--- src/rtl/mem_arbiter.sv ---
// mem_arbiter: shares one single-port 16-bit memory between a two-beat instruction fetch and a data port.
// Data has fixed priority; define ARB_STARVE_EN to let a waiting fetch win after STARVE_MAX data grants.
module mem_arbiter #(
   parameter int ADDR_W     = 32,
   parameter int STARVE_MAX = 4
) (
   input  logic              clk,
   input  logic              rst,
   input  logic              if_req,
   input  logic [ADDR_W-1:0] if_addr,
   input  logic              if_flush,
   output logic              if_gnt,
   output logic              if_valid,
   output logic [31:0]       if_instr,
   input  logic              dm_req,
   input  logic              dm_wr,
   input  logic [ADDR_W-1:0] dm_addr,
   input  logic [15:0]       dm_wdata,
   output logic              dm_gnt,
   output logic              dm_valid,
   output logic [15:0]       dm_rdata,
   output logic              mem_en,
   output logic              mem_we,
   output logic [ADDR_W-1:0] mem_addr,
   output logic [15:0]       mem_wdata,
   input  logic [15:0]       mem_rdata
);
   typedef enum logic [1:0] {IDLE, DM_RSP, IF_HI, IF_RSP} state_t;
   state_t            r_state, w_next;
   logic [ADDR_W-1:0] r_addr;
   logic [15:0]       r_lo;
   logic              r_kill;
   logic              w_if_win;
`ifdef ARB_STARVE_EN
   localparam int CW = ($clog2(STARVE_MAX + 1) < 3) ? 3 : $clog2(STARVE_MAX + 1);
   logic [CW-1:0] r_starve;
   assign w_if_win = if_req && !if_flush && (!dm_req || r_starve == CW'(STARVE_MAX));
   always_ff @(posedge clk) begin
      if (rst) r_starve <= '0;
      else if (r_state == IDLE)
         r_starve <= (!if_req || if_gnt) ? '0 :
                     (dm_gnt && r_starve != CW'(STARVE_MAX)) ? r_starve + CW'(1) : r_starve;
   end
`else
   assign w_if_win = if_req && !if_flush && !dm_req;
`endif
   // Outputs are forced low while rst is held so no access or pulse escapes during reset.
   always_comb begin
      w_next    = r_state;
      if_gnt    = 1'b0;
      if_valid  = 1'b0;
      if_instr  = '0;
      dm_gnt    = 1'b0;
      dm_valid  = 1'b0;
      dm_rdata  = '0;
      mem_en    = 1'b0;
      mem_we    = 1'b0;
      mem_addr  = '0;
      mem_wdata = '0;
      if (!rst)
         case (r_state)
            IDLE:
               if (w_if_win) begin
                  if_gnt   = 1'b1;
                  mem_en   = 1'b1;
                  mem_addr = if_addr;
                  w_next   = IF_HI;
               end else if (dm_req) begin
                  dm_gnt    = 1'b1;
                  mem_en    = 1'b1;
                  mem_we    = dm_wr;
                  mem_addr  = dm_addr;
                  mem_wdata = dm_wdata;
                  w_next    = DM_RSP;
               end
            DM_RSP: begin
               dm_valid = 1'b1;
               dm_rdata = mem_rdata;
               w_next   = IDLE;
            end
            IF_HI: begin
               mem_en   = 1'b1;
               mem_addr = r_addr + ADDR_W'(1);
               w_next   = IF_RSP;
            end
            default: begin
               if_valid = !r_kill && !if_flush;
               if_instr = {mem_rdata, r_lo};
               w_next   = IDLE;
            end
         endcase
   end
   always_ff @(posedge clk) begin
      if (rst) begin
         r_state <= IDLE;
         r_addr  <= '0;
         r_lo    <= '0;
         r_kill  <= 1'b0;
      end else begin
         r_state <= w_next;
         if (if_gnt) r_addr <= if_addr;
         if (r_state == IF_HI) r_lo <= mem_rdata;
         r_kill <= (r_state == IF_HI) && (r_kill || if_flush);
      end
   end
endmodule
--- config.mk ---
export PLATFORM = sky130hd
export DESIGN_NAME = mem_arbiter
export DESIGN_NICKNAME = d
export VERILOG_FILES = /design/src/rtl/mem_arbiter.sv
export SDC_FILE = /design/constraint.sdc
export NUM_CORES = 1
export LEC_CHECK = 0
export BUFFER_PORTS_ARGS = -buffer_cell sky130_fd_sc_hd__buf_4
export CAP_MARGIN = 5
export CORE_MARGIN = 8
export CORE_UTILIZATION = 48
export CTS_BUF_LIST = sky130_fd_sc_hd__clkbuf_4 sky130_fd_sc_hd__clkbuf_8 sky130_fd_sc_hd__clkbuf_16
export CTS_CLUSTER_DIAMETER = 40
export CTS_CLUSTER_SIZE = 20
export DETAILED_ROUTE_END_ITERATION = 7
export GPL_ROUTABILITY_DRIVEN = 0
export PLACE_DENSITY = 0.87
export SLEW_MARGIN = 5
export SYNTH_ARGS = -nofsm -noshare
export SYNTH_HDL_FRONTEND = slang
export SYNTH_SLANG_ARGS = --single-unit
--- constraint.sdc ---
create_clock -name clk -period 5.4 [get_ports clk]
set_clock_uncertainty 0.05 [all_clocks]
set_input_delay 1.08 -clock clk [delete_from_list [all_inputs] [get_ports clk]]
set_output_delay 1.08 -clock clk [all_outputs]
set_load 0.01 [all_outputs]
==> impl_results.md, run 1 <==
- Outcome: complete, no violations
- Die W: 100.3 um
- Worst r2r src: r_state[1]
- Reg2reg end: r_addr[1]
- Initial antenna violation count: 0
- WL/cell: 16.52 um
- #FFs+latches synth: 51
- Max Cap Violations: 0
- Avg Cell Area, Syn: between 7 and 8 um^2
- Cell Area, Synth: between 3000 and 4000 um^2
- Worst Hold Launch: r_lo[2]
- CP Capture Type: primary output
- Worst Hold Class: reg -> reg
- Leakage: 0.002140 uW
- Hold buffer count at CTS: 0
- Worst setup SP type: input port
- Die Y: 100.3 um
- Pre-CTS WS: ~1600 ps
- Final TNS setup: 0 ps
- CTS sink cnt: 51
- Max VDD drop: 0.0001473 V
- Tmin final: ~3900 ps
- Gate power share: 23.2%
- TritonCTS Buffers: 5
- RSZ-0062 raised after global routing: no
- Post-CTS Setup Bufs: 0
- Fin crit share: between 70% and 80%
- Core area: 6832 um^2
- ANT cells: 0
- Largest net degree at the start of global routing: 65
- Critical Path AT: approximately 2700 ps
- Setup CP Type: in -> out
- CTS tree: done
- H-tree levels: 2
- Initial Util: 49.93%
- Layout Nets: 760
- First-pass GRT wire length: 19.37 mm
- Share of layout cells above drive strength 1: 35.11%
- Final setup viols: 0
- Pwr/cell area: 172.6 nW/um^2
- Commonest non-fill, non-tap cells in the layout: buf_4, nand2_1, and2_1, a21oi_1, dfxtp_1
- PostCTS Resize Cnt: 0
- Post-Synth XOR/XNOR Area: 6.676%
- Simple-Gate Fraction of Synth Area: 37.75%
- Crit-path max FO: 64
- Worst slew pin tran: 821.5 ps
- Multi-input logic area: 2221 um^2
- 1st-iter DRT viols: roughly 270
- Worst R2R Path Depth: 4
- DRT Pass-1 Iters: 5
- Vias: slightly above 4000
- Reg2reg setup slack: 3570 ps
- Clock share of power: 30.9%
- Register area: roughly 1000 um^2
- Synth Net Count: 585
- Synth Area in Compound Gates: 19.92%
- Cell depth of the worst hold path: 2
- GRT overflow: 0
- Clk root buf: clkbuf_8
- Antenna viol nets, final: 0
- Vias/cell: 5.369
- Register share of total power: a little under half
- Synth Flop Type: dfxtp_1
- Max_slew headroom: a little under half
- Final Hold Vio Count: 0
- Row count: 30
- Total die area: just over 10000 um^2
- Syn-to-layout area delta: 48.39%
- Mux contribution to synthesized area: 0%
- Min-Delay Endpoint: r_lo[2]
- Vias in the first global route: between 3000 and 4000
- Buffers on Ports: 203
- GRT Total Usage: 23.28%
- Largest family of logic cells by synthesized area: simple AND/OR/NAND/NOR gates
- Total wire length: 12.45 mm
- Commonest non-fill, non-tap cell in the layout: buf_4
- Drt drc: 0
- Fin worst setup slack: around 1500 ps
- Filler cells: between 500 and 600
- Ys Warns: 0
- Sw Share: 27.42%
- EDFF count, synth: 0
- F_max: 0.2592 GHz
- IO Pins: between 200 and 250
- Cell count after synthesis: about 480
- Post-synthesis sequential area ratio: 29.93%
- Clock-pin slew on the worst setup and hold paths: roughly 100 ps
- Fin. max-slew vios: 0
- Ys async rst share: 0%
- Post-Synth Adder-Cell Area: less than 1%
- Net switching power: approximately 240 uW
- Worst-Skew Late Latency: 300 ps
- Hold Slack: just over 400 ps
- Post-detail-place hpwl: 9.460 mm
- Max clock buf depth: 2
- Unique masters post-synth: 39
- Internal Dissipation: roughly 630 uW
- Required @ worst endpoint: ~4300 ps
final cells by class:
| class | count | share of cell area (%) |
|---|---|---|
| inverters | 6 | 0.4450 |
| clock buffers | 5 | 1.360 |
| multi-input cells | 385 | 43.88 |
| flip-flops and latches | 51 | 20.17 |
| well taps | 96 | 2.373 |
| clock inverters | 3 | 0.9147 |
| repair buffers | 208 | 30.85 |
how the worst max path moves through the flow:
stage | startpoint | to | slack (ps) | cells after the start
after floorplan | if_flush | mem_addr[30] | 1960 | 6
after global placement | rst | mem_addr[23] | 1600 | 4
after detailed placement | rst | mem_addr[23] | 1560 | 4
after CTS | rst | mem_addr[23] | 1560 | 4
after global routing | rst | mem_addr[30] | 1430 | 4
final | rst | mem_addr[30] | 1540 | 4
critical path, cell delays in order:
cell      delay (ps)
buf_4            510
nand2b_1         710
o22ai_1          190
buf_4            190
sequential cells by signal (all words and copies together) (netlist names):
signal	count
r_addr	32
r_state	2
r_lo	16
r_kill	1
stage by stage:
| stage | std cells | total power, uW | utilization (%) | cell area [um^2] |
|---|---|---|---|---|
| floorplan | 482 | 495.1 | - | 3411 |
| global placement | 746 | 605.7 | 72.40 | 4946 |
| detailed placement | 746 | 611.6 | 72.40 | 4946 |
| CTS | 754 | 880.0 | 74.08 | 5061 |
| global route | 754 | 911.7 | 74.08 | 5061 |
| finish | 754 | 873.6 | 74.08 | 5061 |
cells in the mapped netlist (5+ instances only):
cell | count | area share [%]
inv_1 | 6 | 0.66
clkbuf_1 | 36 | 4.0
a31oi_1 | 5 | 0.92
nor3_1 | 10 | 1.5
a21oi_1 | 53 | 7.8
and2_1 | 67 | 12
nor2_1 | 18 | 2.0
a22oi_1 | 19 | 4.2
nand3_1 | 10 | 1.5
a222oi_1 | 7 | 2.1
dfxtp_1 | 51 | 30
and4_1 | 5 | 1.3
o22ai_1 | 15 | 2.8
nand4_1 | 6 | 1.1
nand2_1 | 109 | 12
xor2_1 | 5 | 1.3
xnor2_1 | 21 | 5.4
routing by layer:
layer | global-route usage, % | share of wire (%)
met1 | 26.26 | 39
met2 | 43.03 | 52
met3 | 4.637 | 7.7
met4 | 6.279 | 1.3
met5 | 0 | 0
kinds of logic (layout without fill, tap and decap cells):
logic type / count (synthesis) / count (layout)
AOI/OAI and AO/OA: 109 / 109
buffers and inverters: 46 / 222
xor gates and xnor gates: 26 / 26
and+or+nand+nor: 249 / 249
DFF: 51 / 51
adders and majority gates: 1 / 1
power by group through the flow:
| stage | sequential, uW | clock (uW) | combinational [uW] |
|---|---|---|---|
| 6_report | 401 | 270 | 203 |
| 5_1_grt | 403 | 289 | 220 |
| 4_1_cts | 400 | 276 | 203 |
| 3_5_place_dp | 409 | 0 | 203 |
| 3_3_place_gp | 408 | 0 | 198 |
| 2_1_floorplan | 405 | 0 | 90.4 |
(Power assumes the default switching activity.)
==> run 2: changes to the inputs <==
--- a/config.mk
+++ b/config.mk
@@ -5,16 +5,17 @@
 export SDC_FILE = /design/constraint.sdc
 export NUM_CORES = 1
 export LEC_CHECK = 0
+export ABC_AREA = 1
 export BUFFER_PORTS_ARGS = -buffer_cell sky130_fd_sc_hd__buf_4
 export CAP_MARGIN = 5
 export CORE_MARGIN = 8
-export CORE_UTILIZATION = 48
+export CORE_UTILIZATION = 42
 export CTS_BUF_LIST = sky130_fd_sc_hd__clkbuf_4 sky130_fd_sc_hd__clkbuf_8 sky130_fd_sc_hd__clkbuf_16
 export CTS_CLUSTER_DIAMETER = 40
 export CTS_CLUSTER_SIZE = 20
 export DETAILED_ROUTE_END_ITERATION = 7
 export GPL_ROUTABILITY_DRIVEN = 0
-export PLACE_DENSITY = 0.87
+export PLACE_DENSITY = 0.78
 export SLEW_MARGIN = 5
 export SYNTH_ARGS = -nofsm -noshare
 export SYNTH_HDL_FRONTEND = slang
==> constraint.sdc (replaced) <==
create_clock -name clk -period 3.5 [get_ports clk]
set_clock_uncertainty 0.05 [all_clocks]
set_input_delay 0.7 -clock clk [delete_from_list [all_inputs] [get_ports clk]]
set_output_delay 0.7 -clock clk [all_outputs]
set_load 0.01 [all_outputs]
==> run 2 against run 1 <==
Net effect: non-clock buffer count increased by 2; worst setup slack got worse by 1000 ps; count of clock-buffer cells in the layout increased by 1; worst hold slack about the same; cell area increased by 9.6%; core utilization decreased by 13 points; power increased by 55%; sequential share of layout area decreased by 1.8 points; register-to-register slack got worse by 1800 ps.
==> impl_results.md, run 2 <==
- Row count: 35 (+17%)
- Worst-Skew Late Latency: 310 ps (about the same)
- CP Capture Type: primary output
- Final Hold Vio Count: 0 (unchanged)
- Share of layout cells above drive strength 1: 32.10% (-3.0 points)
- Largest registers: r_addr x32, r_lo x16, r_state x2
- Hold buffer count at CTS: 0 (unchanged)
- Ys Warns: 0 (unchanged)
- ANT cells: 0 (unchanged)
- Post-CTS Setup Bufs: 0 (unchanged)
- Max VDD drop: 0.0001453 V (-1.4%)
- Final setup viols: 0 (unchanged)
- Post-synth top area share: 26.21% (-3.7 points)
- Core area: 9109 um^2 (+33%)
- Worst R2R Path Depth: 7 (+3)
- Antenna viol nets, final: 0 (unchanged)
- Die W: 112.3 um (+12%)
- Worst setup SP type: register
- Vias: 4831 (+19%)
- Max clock buf depth: 2 (unchanged)
- GR peak layer: met2
- Vias/cell: 5.107 (-4.9%)
- Fin crit share: 85.88%
- Final TNS setup: 0 ps (unchanged)
- Largest net degree at the start of global routing: 46 (-29%)
- Initial antenna violation count: 0 (unchanged)
- WL/cell: 15.57 um (-5.7%)
- Total wire length: 14.73 mm (+18%)
- Hold Slack: 406.6 ps (+0.3060 ps)
- RSZ-0062 raised after global routing: no
- Die Y: 112.3 um (+12%)
- IO Pins: 204 (unchanged)
- Clock-pin slew on the worst setup and hold paths: 100 ps (about the same)
- Met2 usage: 40.26% (-2.8 points)
- Clk root buf: clkbuf_8
- Leakage: 0.002667 uW (+25%)
- Post-synthesis sequential area ratio: 26.21% (-3.7 points)
- Commonest non-fill, non-tap cell in the layout: buf_4
- GRT Total Usage: 22.67% (-0.61 points)
- GRT overflow: 0 (unchanged)
- DRT Pass-1 Iters: 5 (unchanged)
- EDFF count, synth: 0 (unchanged)
- Setup CP Type: reg -> out
- Drt drc: 0 (unchanged)
- Required @ worst endpoint: 2750 ps (-1520 ps)
- GR Layer Usage met1: 24.52% (-1.7 points)
- 1st-iter DRT viols: 345 (+26%)
- PostCTS Resize Cnt: 0 (unchanged)
- Crit-path max FO: 6 (-91%)
- Pwr/cell area: 244.6 nW/um^2 (+42%)
- Max reg flops: 32 (unchanged)
- Cell depth of the worst hold path: 2 (unchanged)
- TritonCTS Buffers: 5 (unchanged)
- Most instantiated cells after synthesis: nor2_1, nand2_1, inv_1
- Cell taking the most area after synthesis: dfxtp_1
- Worst Hold Class: reg -> reg
- H-tree levels: 2 (unchanged)
- #FFs+latches synth: 51 (unchanged)
- Synth Net Count: 749 (+28%)
- Outcome: complete, no violations
- Tmin final: approximately 3000 ps
- Unique masters post-synth: 38 (-2.6%)
- Fin. max-slew vios: 0 (unchanged)
- Worst slew pin tran: 551.9 ps (-269.6 ps)
- Cell count after synthesis: 646 (+34%)
- Avg Cell Area, Syn: 6.029 um^2 (-15%)
- Layout Nets: 937 (+23%)
- F_max: roughly 0.33 GHz
- Reg with most FFs: r_addr
- Commonest non-fill, non-tap cells in the layout: buf_4, nor2_1, nand2_1, inv_1, a21oi_1
- Ys async rst share: 0% (unchanged)
- Max_slew headroom: 63.12% (+18 points)
- Buffers on Ports: 203 (unchanged)
- CTS sink cnt: 51 (unchanged)
- Cell Area, Synth: 3895 um^2 (+14%)
- GR Util met3: 7.622% (+3.0 points)
- First-pass GRT wire length: 23.67 mm (+22%)
- Total die area: 12610 um^2 (+25%)
- Area contributors post-synth: dfxtp_1, nor2_1, nand2_1
- Most frequent cell after synthesis: nor2_1
- Synth Flop Type: dfxtp_1
- Critical Path AT: 2260 ps (-470 ps)
- CTS tree: done
- Vias in the first global route: 4910 (+25%)
- Post-detail-place hpwl: 11.69 mm (+24%)
- Max Cap Violations: 0 (unchanged)
- Initial Util: 42.76% (-7.2 points)
- Syn-to-layout area delta: 42.37%
run 2: cell types whose count changed after synthesis, moves of 12 or more:
| cell | before | now |
|---|---|---|
| inv_1 | 6 | 92 |
| and2_1 | 67 | 0 |
| xnor2_1 | 21 | 1 |
| o21ai_0 | 2 | 22 |
| a22oi_1 | 19 | 6 |
| nor2_1 | 18 | 141 |
| a21oi_1 | 53 | 65 |
| clkbuf_1 | 36 | 10 |
| o22ai_1 | 15 | 1 |
| nand3_1 | 10 | 42 |
run 2: per-stage QoR:
stage	total power, uW	area [um^2]	util (%)	instances	worst slack, ps
after floorplan	804.3	3895	-	646	1089
after global routing	1424	5545	60.88	946	294.9
after detailed placement	991.1	5446	59.79	938	658.6
final	1356	5545	60.88	946	494.1
after global placement	981.4	5446	59.79	938	710.8
after CTS	1359	5545	60.88	946	537.4
run 2: worst max-delay path, stage by stage, from the launching register on:
cell     delay (ps)
dfxtp_1         440
ha_1            380
nand2_1         110
nor2_2          170
nand2_2         100
nor2_4          140
nand2_1          70
nand2_1          70
nand3_1         130
a21oi_1         180
buf_4           140
run 2: report_power, final:
group          internal [uW]  switching, uW  total [uW]
sequential               603           20.3         624
combinational            171            183         354
clock                    162            216         378
total                    936            420        1360
run 2: metal layers:
layer	up-vias	wire length (um)
li1	2428	-
met3	20	1452
met5	-	0
met2	198	7349
met4	0	280
met1	2185	5651
run 2: path summary, 6_finish.rpt:
check | startpoint | end | slack, ps
min | r_lo[1] | r_lo[1] | 410
max reg2reg | r_state[1] | r_addr[22] | 1720
max | r_addr[0] | mem_addr[16] | 490
min reg2reg | r_lo[1] | r_lo[1] | 410
run 2: layout make-up:
| class | count | area (um^2) |
|---|---|---|
| well taps | 111 | 138.9 |
| multi-input cells | 464 | 2322 |
| clock inverters | 2 | 16.27 |
| fillers | 858 | 3563 |
| clock buffers | 6 | 82.58 |
| inverters | 102 | 387.9 |
| repair buffers | 210 | 1577 |
| flip-flops and latches | 51 | 1021 |
run 2: kinds of logic after synthesis:
kind of cell | Yosys count | synth area share, %
fa+ha+maj | 1 | 0.3212
compound gates | 138 | 21.68
simple gates | 324 | 37.39
xor+xnor | 1 | 0.2249
flops | 51 | 26.21
buf+inv | 131 | 14.17
